**config.mk**
```make
export PLATFORM = sky130hd
export DESIGN_NAME = trigger_sequencer_flat
export DESIGN_NICKNAME = d
export VERILOG_FILES = /design/src/rtl/trigger_sequencer_if.sv /design/src/rtl/trigger_sequencer.sv /design/src/flat_wrapper.sv
export SDC_FILE = /design/constraint.sdc
export NUM_CORES = 1
export LEC_CHECK = 0
export CAP_MARGIN = 15
export CORE_AREA = 8 8 165 167
export CTS_BUF_LIST = sky130_fd_sc_hd__clkbuf_16
export DETAILED_ROUTE_END_ITERATION = 10
export DIE_AREA = 0 0 173 175
export PLACE_DENSITY = 0.8
export SLEW_MARGIN = 20
export SYNTH_ARGS = -nofsm -noshare
export SYNTH_HDL_FRONTEND = slang
export SYNTH_SLANG_ARGS = --single-unit
export TNS_END_PERCENT = 5
```
**constraint.sdc**
```tcl
create_clock -name CLK -period 6.95 [get_ports CLK]
set_input_delay 1.39 -clock CLK [delete_from_list [all_inputs] [get_ports CLK]]
set_output_delay 1.39 -clock CLK [all_outputs]
set_load 0.01 [all_outputs]
```
**src/rtl/trigger_sequencer_if.sv**
```systemverilog
// Handshake/data bundle between the ADC capture side, the trigger sequencer and the framer.
// The slave modport is the sequencer's view; master is the driving/observing side.
interface trigger_sequencer_if #(
   parameter int DATA_WIDTH           = 128,
   parameter int ADC_RESOLUTION_WIDTH = 12,
   parameter int TIME_STAMP_WIDTH     = 48,
   parameter int MAX_DELAY_CNT_WIDTH  = 5,
   parameter int MAX_TRIG_LEN_WIDTH   = 8,
   parameter int HOLDOFF_WIDTH        = 8
);
   logic                            ENABLE;
   logic                            DIN_VALID;
   logic [DATA_WIDTH-1:0]           DIN;
   logic [ADC_RESOLUTION_WIDTH:0]   THRESHOLD;
   logic [ADC_RESOLUTION_WIDTH-1:0] BASELINE;
   logic [MAX_DELAY_CNT_WIDTH-1:0]  DELAY_CFG;
   logic [MAX_TRIG_LEN_WIDTH-1:0]   MAX_TRIG_LEN;
   logic [HOLDOFF_WIDTH-1:0]        HOLDOFF_LEN;
   logic                            TRIGGERED;
   logic [MAX_DELAY_CNT_WIDTH-1:0]  DELAY;
   logic [TIME_STAMP_WIDTH-1:0]     TIME_STAMP;
   logic [ADC_RESOLUTION_WIDTH:0]   THRESHOLD_WHEN_HIT;
   logic [ADC_RESOLUTION_WIDTH-1:0] BASELINE_WHEN_HIT;
   logic                            ARMED;
   logic [31:0]                     FRAME_COUNT;

   modport master (
      output ENABLE, DIN_VALID, DIN, THRESHOLD, BASELINE, DELAY_CFG, MAX_TRIG_LEN, HOLDOFF_LEN,
      input  TRIGGERED, DELAY, TIME_STAMP, THRESHOLD_WHEN_HIT, BASELINE_WHEN_HIT, ARMED, FRAME_COUNT
   );

   modport slave (
      input  ENABLE, DIN_VALID, DIN, THRESHOLD, BASELINE, DELAY_CFG, MAX_TRIG_LEN, HOLDOFF_LEN,
      output TRIGGERED, DELAY, TIME_STAMP, THRESHOLD_WHEN_HIT, BASELINE_WHEN_HIT, ARMED, FRAME_COUNT
   );
endinterface

```
**src/rtl/trigger_sequencer.sv**
```systemverilog
// Per-channel trigger controller: arms on ENABLE, opens a frame when any lane reaches BASELINE+THRESHOLD,
// caps frame length and holds off re-arming long enough for the framer's footer to precede the next header.
module trigger_sequencer #(
   parameter int DATA_WIDTH           = 128,
   parameter int ADC_RESOLUTION_WIDTH = 12,
   parameter int TIME_STAMP_WIDTH     = 48,
   parameter int MAX_DELAY_CNT_WIDTH  = 5,
   parameter int MAX_TRIG_LEN_WIDTH   = 8,
   parameter int HOLDOFF_WIDTH        = 8
) (
   input  logic               CLK,
   input  logic               RESETN,
   trigger_sequencer_if.slave bus
);
   localparam int LANES = DATA_WIDTH / 16;
   localparam int LW    = ADC_RESOLUTION_WIDTH + 2;
   localparam int HCW   = HOLDOFF_WIDTH + 1;

   typedef enum logic [1:0] {S_IDLE, S_ARMED, S_TRIG, S_HOLDOFF} state_t;

   state_t                            state_q, state_d;
   logic [TIME_STAMP_WIDTH-1:0]       ts_q;
   logic [ADC_RESOLUTION_WIDTH:0]     thr_q;
   logic [ADC_RESOLUTION_WIDTH-1:0]   base_q;
   logic [MAX_DELAY_CNT_WIDTH-1:0]    dly_q;
   logic [MAX_TRIG_LEN_WIDTH-1:0]     mtl_q;
   logic [HOLDOFF_WIDTH-1:0]          hol_q;
   logic [MAX_TRIG_LEN_WIDTH-1:0]     len_q, len_d;
   logic [HCW-1:0]                    hcnt_q, hcnt_d;
   logic [TIME_STAMP_WIDTH-1:0]       tsnap_q;
   logic [ADC_RESOLUTION_WIDTH:0]     thr_hit_q;
   logic [ADC_RESOLUTION_WIDTH-1:0]   base_hit_q;
   logic [31:0]                       fcnt_q;
   logic                              start;
   logic                              hit;
   logic [LW-1:0]                     level;
   logic [HCW-1:0]                    dly_plus2, hol_ext, eff;
   logic                              unused_din;

   // Lane bits above the sample field carry no information here.
   assign unused_din = ^bus.DIN;

   assign level = LW'(base_q) + LW'(thr_q);

   always_comb begin
      hit = 1'b0;
      for (int i = 0; i < LANES; i++) begin
         if (LW'(bus.DIN[i*16 +: ADC_RESOLUTION_WIDTH]) >= level) hit = 1'b1;
      end
      hit = hit & bus.DIN_VALID;
   end

   // Holdoff never shorter than the framer's footer delay, so frames cannot overlap.
   assign dly_plus2 = HCW'(dly_q) + HCW'(2);
   assign hol_ext   = HCW'(hol_q);
   assign eff       = (hol_ext > dly_plus2) ? hol_ext : dly_plus2;

   always_comb begin
      state_d = state_q;
      len_d   = len_q;
      hcnt_d  = hcnt_q;
      start   = 1'b0;
      case (state_q)
         S_IDLE: begin
            if (bus.ENABLE) state_d = S_ARMED;
         end
         S_ARMED: begin
            if (!bus.ENABLE) begin
               state_d = S_IDLE;
            end else if (hit) begin
               state_d = S_TRIG;
               len_d   = MAX_TRIG_LEN_WIDTH'(1);
               start   = 1'b1;
            end
         end
         S_TRIG: begin
            if (bus.DIN_VALID) begin
               if (!hit || ((mtl_q != '0) && (len_q == mtl_q))) begin
                  state_d = S_HOLDOFF;
                  hcnt_d  = eff;
               end else if (len_q != {MAX_TRIG_LEN_WIDTH{1'b1}}) begin
                  len_d = len_q + 1'b1;
               end
            end
         end
         S_HOLDOFF: begin
            if (hcnt_q <= HCW'(1)) begin
               state_d = bus.ENABLE ? S_ARMED : S_IDLE;
               hcnt_d  = '0;
            end else begin
               hcnt_d = hcnt_q - 1'b1;
            end
         end
         default: state_d = S_IDLE;
      endcase
   end

   always_ff @(posedge CLK or negedge RESETN) begin
      if (!RESETN) begin
         state_q    <= S_IDLE;
         ts_q       <= '0;
         thr_q      <= '0;
         base_q     <= '0;
         dly_q      <= '0;
         mtl_q      <= '0;
         hol_q      <= '0;
         len_q      <= '0;
         hcnt_q     <= '0;
         tsnap_q    <= '0;
         thr_hit_q  <= '0;
         base_hit_q <= '0;
         fcnt_q     <= '0;
      end else begin
         state_q <= state_d;
         len_q   <= len_d;
         hcnt_q  <= hcnt_d;
         ts_q    <= ts_q + 1'b1;
         // Config is frozen for the duration of a frame.
         if (state_q != S_TRIG) begin
            thr_q  <= bus.THRESHOLD;
            base_q <= bus.BASELINE;
            dly_q  <= bus.DELAY_CFG;
            mtl_q  <= bus.MAX_TRIG_LEN;
            hol_q  <= bus.HOLDOFF_LEN;
         end
         if (start) begin
            tsnap_q    <= ts_q;
            thr_hit_q  <= thr_q;
            base_hit_q <= base_q;
            fcnt_q     <= fcnt_q + 32'd1;
         end
      end
   end

   assign bus.TRIGGERED          = (state_q == S_TRIG);
   assign bus.ARMED              = (state_q == S_ARMED);
   assign bus.DELAY              = dly_q;
   assign bus.TIME_STAMP         = tsnap_q;
   assign bus.THRESHOLD_WHEN_HIT = thr_hit_q;
   assign bus.BASELINE_WHEN_HIT  = base_hit_q;
   assign bus.FRAME_COUNT        = fcnt_q;
endmodule

```
**src/flat_wrapper.sv**
```systemverilog
// flat-port wrapper written by rule: the top's interface ports become plain ports
module trigger_sequencer_flat 
#(
   parameter int DATA_WIDTH           = 128,
   parameter int ADC_RESOLUTION_WIDTH = 12,
   parameter int TIME_STAMP_WIDTH     = 48,
   parameter int MAX_DELAY_CNT_WIDTH  = 5,
   parameter int MAX_TRIG_LEN_WIDTH   = 8,
   parameter int HOLDOFF_WIDTH        = 8
)
  (CLK, RESETN, bus_ENABLE, bus_DIN_VALID, bus_DIN, bus_THRESHOLD, bus_BASELINE, bus_DELAY_CFG, bus_MAX_TRIG_LEN, bus_HOLDOFF_LEN, bus_TRIGGERED, bus_DELAY, bus_TIME_STAMP, bus_THRESHOLD_WHEN_HIT, bus_BASELINE_WHEN_HIT, bus_ARMED, bus_FRAME_COUNT);
  trigger_sequencer_if #(.DATA_WIDTH(DATA_WIDTH), .ADC_RESOLUTION_WIDTH(ADC_RESOLUTION_WIDTH), .TIME_STAMP_WIDTH(TIME_STAMP_WIDTH), .MAX_DELAY_CNT_WIDTH(MAX_DELAY_CNT_WIDTH), .MAX_TRIG_LEN_WIDTH(MAX_TRIG_LEN_WIDTH), .HOLDOFF_WIDTH(HOLDOFF_WIDTH)) bus_i ();
  input  logic CLK;
  input  logic RESETN;
  input wire logic [$bits(bus_i.ENABLE)-1:0] bus_ENABLE;
  input wire logic [$bits(bus_i.DIN_VALID)-1:0] bus_DIN_VALID;
  input wire logic [$bits(bus_i.DIN)-1:0] bus_DIN;
  input wire logic [$bits(bus_i.THRESHOLD)-1:0] bus_THRESHOLD;
  input wire logic [$bits(bus_i.BASELINE)-1:0] bus_BASELINE;
  input wire logic [$bits(bus_i.DELAY_CFG)-1:0] bus_DELAY_CFG;
  input wire logic [$bits(bus_i.MAX_TRIG_LEN)-1:0] bus_MAX_TRIG_LEN;
  input wire logic [$bits(bus_i.HOLDOFF_LEN)-1:0] bus_HOLDOFF_LEN;
  output wire logic [$bits(bus_i.TRIGGERED)-1:0] bus_TRIGGERED;
  output wire logic [$bits(bus_i.DELAY)-1:0] bus_DELAY;
  output wire logic [$bits(bus_i.TIME_STAMP)-1:0] bus_TIME_STAMP;
  output wire logic [$bits(bus_i.THRESHOLD_WHEN_HIT)-1:0] bus_THRESHOLD_WHEN_HIT;
  output wire logic [$bits(bus_i.BASELINE_WHEN_HIT)-1:0] bus_BASELINE_WHEN_HIT;
  output wire logic [$bits(bus_i.ARMED)-1:0] bus_ARMED;
  output wire logic [$bits(bus_i.FRAME_COUNT)-1:0] bus_FRAME_COUNT;
  assign bus_i.ENABLE = bus_ENABLE;
  assign bus_i.DIN_VALID = bus_DIN_VALID;
  assign bus_i.DIN = bus_DIN;
  assign bus_i.THRESHOLD = bus_THRESHOLD;
  assign bus_i.BASELINE = bus_BASELINE;
  assign bus_i.DELAY_CFG = bus_DELAY_CFG;
  assign bus_i.MAX_TRIG_LEN = bus_MAX_TRIG_LEN;
  assign bus_i.HOLDOFF_LEN = bus_HOLDOFF_LEN;
  assign bus_TRIGGERED = bus_i.TRIGGERED;
  assign bus_DELAY = bus_i.DELAY;
  assign bus_TIME_STAMP = bus_i.TIME_STAMP;
  assign bus_THRESHOLD_WHEN_HIT = bus_i.THRESHOLD_WHEN_HIT;
  assign bus_BASELINE_WHEN_HIT = bus_i.BASELINE_WHEN_HIT;
  assign bus_ARMED = bus_i.ARMED;
  assign bus_FRAME_COUNT = bus_i.FRAME_COUNT;
  trigger_sequencer #(.DATA_WIDTH(DATA_WIDTH), .ADC_RESOLUTION_WIDTH(ADC_RESOLUTION_WIDTH), .TIME_STAMP_WIDTH(TIME_STAMP_WIDTH), .MAX_DELAY_CNT_WIDTH(MAX_DELAY_CNT_WIDTH), .MAX_TRIG_LEN_WIDTH(MAX_TRIG_LEN_WIDTH), .HOLDOFF_WIDTH(HOLDOFF_WIDTH)) u_core (.CLK(CLK), .RESETN(RESETN), .bus(bus_i));
endmodule
```
* Word level (Yosys, flattened, before mapping)
Index checks and enable logic that the tools add are counted.
** Operators by class
- Add/sub/neg operators :: 6
- $lt $le $gt $ge :: 10
- Equal/unequal tests :: 15
- Muxes and demuxes :: 30
- Bitwise operators :: 1
- Reduce and logical (&&, ||, !) cells :: 10
** Operators with widths (count)
- $ge A12 B14 Y1 :: 8
- $add A48 B1 Y48 const B :: 1
- $mux W8 :: 5
- $mux W9 :: 4
- $add A32 B1 Y32 const B :: 1
- $pmux W9 S2 :: 1
- $pmux W8 S2 :: 1
- $add A12 B13 Y14 :: 1
- $mux W1 :: 12
- $mux W2 :: 6
- $ne A2 B2 Y1 const B :: 5
- $gt A8 B9 Y1 :: 1
- $le A9 B1 Y1 const B :: 1
- $sub A9 B1 Y9 const B :: 1
- $add A8 B1 Y8 const B :: 1
- $eq A8 B8 Y1 :: 1
- $ne A2 B1 Y1 const B :: 4
- $ne A8 B8 Y1 const B :: 1
- $pmux W2 S4 :: 1
- $reduce_bool A8 Y1 :: 1
- $add A5 B2 Y6 const B :: 1
- $reduce_and A6 Y1 :: 1
- $reduce_and A5 Y1 :: 1
- $eq A2 B2 Y1 const B :: 2
- other kinds (9) :: 10
** Storage, ports and cells
- Register bits :: 218
- Bits of input ports :: 178
- Output and inout port bits :: 112

* Depth between registers and ports, before layout
- Depth after elaboration :: 16
- Mapped depth :: 23
- Gate-level depth less buffers :: 20

* Worst setup path after synthesis
No wires, ideal clock.
- Path type :: register to register
- Start :: register u_core.base_q[1]
- End :: register u_core.tsnap_q[15] (netlist: u_core.bus.TIME_STAMP[15])
- Library setup time :: 0.065 ns
- Arrival time :: 4.590 ns
- Slack :: 2.295 ns
- Stages on the path, launching flop included :: 24
- Buffers on the path :: 3
- Period minus slack after synthesis :: 4.655 ns
- Cell sequence :: dfrtp_1 > ha_1 > a21o_1 > a21oi_2 > o21bai_1 > a21o_1 > a41oi_2 > nand2b_1 > a21oi_1 > xor2_1 > ha_1 > a22oi_1 > nand4_1 > nor3_1 > o2111ai_1 > nor4_1 > nand4_1 > nor4_4 > or4_1 > buf_2 > buf_2 > buf_2 > nand2_1 > nand2_1
** Between the ends
- Word-level cells in the longest chain between the ends :: 14
** Ends and longest elaborated chain
- start, declared :: line trigger_sequencer.sv:24 : logic [ADC_RESOLUTION_WIDTH-1:0] base_q;
- start signal, assigned :: line trigger_sequencer.sv:121 : base_q <= bus.BASELINE;
- $add A12 B13 Y14 * :: line trigger_sequencer.sv:43 : assign level = LW'(base_q) + LW'(thr_q);
- $ge A12 B14 Y1 :: line trigger_sequencer.sv:48 : if (LW'(bus.DIN[i*16 +: ADC_RESOLUTION_WIDTH]) >= level) hit = 1'b1;
- $mux W1 (7 in series) :: line trigger_sequencer.sv:48
- $mux W1 * :: line trigger_sequencer.sv:48
- $and A1 B1 Y1 * :: line trigger_sequencer.sv:50 : hit = hit & bus.DIN_VALID;
- $mux W1 * :: line trigger_sequencer.sv:70 : end else if (hit) begin
- $mux W1 * :: line trigger_sequencer.sv:68 : if (!bus.ENABLE) begin
- $mux W1 * :: line trigger_sequencer.sv:63 : case (state_q)
- end signal, assigned :: line trigger_sequencer.sv:127 : tsnap_q <= ts_q;
- end, declared :: line trigger_sequencer.sv:30 : logic [TIME_STAMP_WIDTH-1:0] tsnap_q;
Mark *: on every way between the ends. The rest lies on a longest branch, timed or not.
A chain may end at the register's enable or synchronous reset.

* Worst setup path in the final report
- Start :: register u_core.thr_q[1]
- End :: register u_core.fcnt_q[7] (netlist: u_core.bus.FRAME_COUNT[7])
** Between the ends
- Word-level cells in the longest chain between the ends :: 14
** Ends and longest elaborated chain
- start, declared :: line trigger_sequencer.sv:23 : logic [ADC_RESOLUTION_WIDTH:0] thr_q;
- start signal, assigned :: line trigger_sequencer.sv:120 : thr_q <= bus.THRESHOLD;
- $add A12 B13 Y14 * :: line trigger_sequencer.sv:43
- $ge A12 B14 Y1 :: line trigger_sequencer.sv:48
- $mux W1 (7 in series) :: line trigger_sequencer.sv:48
- $mux W1 * :: line trigger_sequencer.sv:48
- $and A1 B1 Y1 * :: line trigger_sequencer.sv:50
- $mux W1 * :: line trigger_sequencer.sv:70
- $mux W1 * :: line trigger_sequencer.sv:68
- $mux W1 * :: line trigger_sequencer.sv:63
- end signal, assigned :: line trigger_sequencer.sv:130 : fcnt_q <= fcnt_q + 32'd1;
- end, declared :: line trigger_sequencer.sv:33 : logic [31:0] fcnt_q;
Marks and branches as above.

==> reports/qor.yml <==
run_status:
  status: "finished clean"
die:
  fp.coreArea_um2: 24700
  std_cell_rows: 58
  chip_height_um: 175
  die_area_um2: 30300
  initial_utilization: 0.487
  chipWidth_um: 173
  boundaryPins: 290
sta:
  layout_min_cycle_time_ps: 5840
  unrepaired_setup_endpoints_after_global_routing: "no"
  final_min_period_over_clock_period: 0.841
  totalNegativeSetupSlack_ps: 0
  fmax_mhz: 171
  final-setup-viol-count: 0
  max_slew.worst_pin.slew_ps: 836
  finalHoldViolCount: 0
  skew_ps: 10.3
  report.final.slew_viol_count: 0
  max_slew_margin: 0.441
cells_and_area:
  layout_cells_sized_above_1: 0.0884
  final_stage_net_count: 1766
  postLayoutCellArea_um2: 15900
  fillerInstances: 1952
  final_core_utilization: 0.643
  synthToLayoutAreaGrowth_pct: 32.0
clocking:
  clock_sinks: 218
  cts_setup_buffers: 0
  clk_latency_ps: 520
  deepest_level_of_the_cts_h_tree: 1
  clock_buffer_count_from_cts: 25
  tritoncts: "done"
  post_cts_hold_buffer_count: 0
  post_cts.resized_instances: 0
  cts.path.max_buffers: 3
  clk_root_buffer_cell: "clkbuf_16"
  path_clk_slew_ps: 60
yosys:
  ys_ff_latch: 218
  mappedNetlistArea_um2: 12000
  syn_nets: 1504
  yosys_warnings: 0
  synthesis.area_per_instance_um2: 9.91
  syn_inst: 1213
  netlist-cell-type-count: 67
  synth.yosys.seq_area_share: 0.454
  synthDominantCellAreaShare: 0.454
  synthDominantAreaCellType: "dfrtp_1"
  yosys-top-cells-area: "dfrtp_1 (45%), ha_1 (12%), nand2_1 (8.9%), mux2_2 (4.3%), xnor2_1 (4.1%)"
  synthArstFlopShare: 1.00
  synth_enable_flop_cells: 0
  synth_flop_cell: "dfrtp_1"
worst_setup_path:
  startpoint_type: "register"
  worst_setup_path_end_kind: "register"
  cp_slowest_cell: "nor4_4"
  timing.critical_path.cells: "ha_1, a21o_1, a21oi_2, o21bai_1, a21o_1, a41oi_2, nand2b_1, a21oi_1, xor2_1, ha_1, a22oi_1, nand4_1, nor3_1, o2111ai_1, nor4_1, nand4_1, nor4_4, or4_4, buf_4, nor2_1, xor2_1"
  required_time_at_the_endpoint_of_the_critical_path_ps: 7360
  crit_path_max_incr_delay_ps: 630
  timing.critical_path.fanout_max: 32
  worstPathArrival_ps: 6250
  crit_type: "reg2reg"
power:
  pwr_density_cell_nw_per_um2: 197
  irDropWorstVdd_v: 0.000172
  power.static_leakage_nw: 7.38
  total_power_w: 0.00313
routing:
  drt_iter0_markers: 630
  drc: 0
  detail_route.first_pass.iterations: 5
  detail_route.wirelength_um: 32300
  wl_per_cell_um: 17.7
  average_vias_per_placed_instance: 5.40
  via_count: 9871
  ant_nets: 0
place:
  place.port_buffers: 257
  globalplace.congestion: 0.846
  post_dp_cell_area_um2: 15000
  place_hpwl_um: 23800
global_routing:
  grt_max_degree: 84
  number_of_global_route_vias_before_repair: 10200
  grt_pass1_wl_um: 52800
  initial_antenna_violation_count: 4
  grtUsageTotal: 0.209
  grt_overflow: 0
flow_run:
  max_cap_violations: 0
min_path:
  hp-class: "reg2reg"
-- cell families (layout without fill, tap and decap cells) --
logic type	count (synthesis)	count (layout)	share of synthesized area
AO/OA/AOI/OAI	131	131	0.0747
other	0	3	0
buffers and inverters	61	342	0.0209
AND/OR/NAND/NOR	541	541	0.213
flip-flops	218	218	0.454
XOR/XNOR	99	99	0.0722
adder cells (fa/ha/maj)	113	113	0.118
multiplexers	50	50	0.0465
-- registers in the layout, summed over array words and instances (netlist names), named ones only --
signal,cells
u_core.bus.TIME_STAMP,48
u_core.ts_q,48
u_core.bus.FRAME_COUNT,32
u_core.bus.THRESHOLD_WHEN_HIT,13
u_core.thr_q,13
u_core.base_q,12
u_core.bus.BASELINE_WHEN_HIT,12
u_core.hcnt_q,9
u_core.hol_q,8
u_core.len_q,8
u_core.mtl_q,8
u_core.bus.DELAY,5
u_core.state_q,1
-- per-stage QoR --
stage | setup slack [ps] | instances | hold slack (ps)
final | 1110 | 1827 | 464
after global routing | 589 | 1827 | 474
after CTS | 1110 | 1823 | 470
after detailed placement | 1170 | 1777 | 460
after global placement | 1210 | 1777 | 457
after floorplan | 2300 | 1213 | 445
-- cell type report --
type,count,area (µm²),area share
Clock buffer,25,626,0.0394
Timing Repair Buffer,270,2700,0.170
Sequential cell,218,5460,0.344
Clock inverter,21,216,0.0136
Antenna cell,3,7.51,0.000473
Inverter,26,97.6,0.00615
Tap cell,330,413,0.0260
Multi-Input combinational cell,934,6350,0.400
-- cells in the mapped netlist (12+ instances only) --
master / n
xor2_1: 43
nor3_1: 22
nand2_1: 285
o21ai_0: 22
buf_2: 12
dfrtp_1: 218
nor4_1: 15
xnor2_1: 56
clkbuf_1: 22
nand4_1: 16
nand3_1: 71
and3_1: 25
nor2_1: 46
a21oi_1: 35
mux2_2: 46
inv_1: 26
ha_1: 112
-- report_power, final --
group,switching (W),internal (W)
clock,0.000553,0.000780
sequential,0.0000150,0.00128
combinational,0.000257,0.000240
-- cell usage in the layout (no fill, tap or decap), types with 13 or more instances in the layout --
cell type | Yosys | final
nand3_1 | 71 | 71
ha_1 | 112 | 112
and3_1 | 25 | 25
mux2_2 | 46 | 46
nor3_1 | 22 | 22
xnor2_1 | 56 | 56
nor2_1 | 46 | 46
nand4_1 | 16 | 16
clkdlybuf4s50_1 | 0 | 256
inv_1 | 26 | 27
nand2_1 | 285 | 285
o21ai_0 | 22 | 22
a21oi_1 | 35 | 35
clkbuf_16 | 0 | 25
xor2_1 | 43 | 43
nor4_1 | 15 | 13
dfrtp_1 | 218 | 218
-- path summary, 6_finish.rpt --
| check | from | to | slack [ps] | depth (start not counted) |
|---|---|---|---|---|
| worst max register to register | u_core.thr_q[1]$_DFFE_PN0N_ | u_core.bus.FRAME_COUNT[7]$_DFFE_PN0P_ | 1110 | 21 |
| worst min-delay path | u_core.bus.FRAME_COUNT[31]$_DFFE_PN0P_ | u_core.bus.FRAME_COUNT[31]$_DFFE_PN0P_ | 460 | 1 |
| max in group asynchronous | RESETN | u_core.ts_q[29]$_DFF_PN0_ | 4890 | 3 |
| worst min register to register | u_core.bus.FRAME_COUNT[31]$_DFFE_PN0P_ | u_core.bus.FRAME_COUNT[31]$_DFFE_PN0P_ | 460 | 1 |
| worst max-delay path | u_core.thr_q[1]$_DFFE_PN0N_ | u_core.bus.FRAME_COUNT[7]$_DFFE_PN0P_ | 1110 | 21 |
| min in group asynchronous | RESETN | u_core.hol_q[0]$_DFFE_PN0N_ | 850 | 1 |
-- per-layer routing --
metal  track usage  up-vias  part of all wire  routed length (µm)
met5             0        -           0.00040                  13
met4        0.0970        2             0.048                1540
met3        0.0460       88             0.060                1940
met2         0.348      303              0.47               15200
met1         0.256     4710              0.42               13700
li1              -     4768                 -                   -
-- worst max-delay path, delay by kind of cell, from the launching register on --
kind                       cells  cell delay [ps]
xor gates and xnor gates       2              710
and+or+nand+nor                8             2080
buffers and inverters          1              340
DFF                            1              450
AOI/OAI and AO/OA              8             1430
adders and majority gates      2              680
Note: power is estimated with default switching activity, not from simulation.
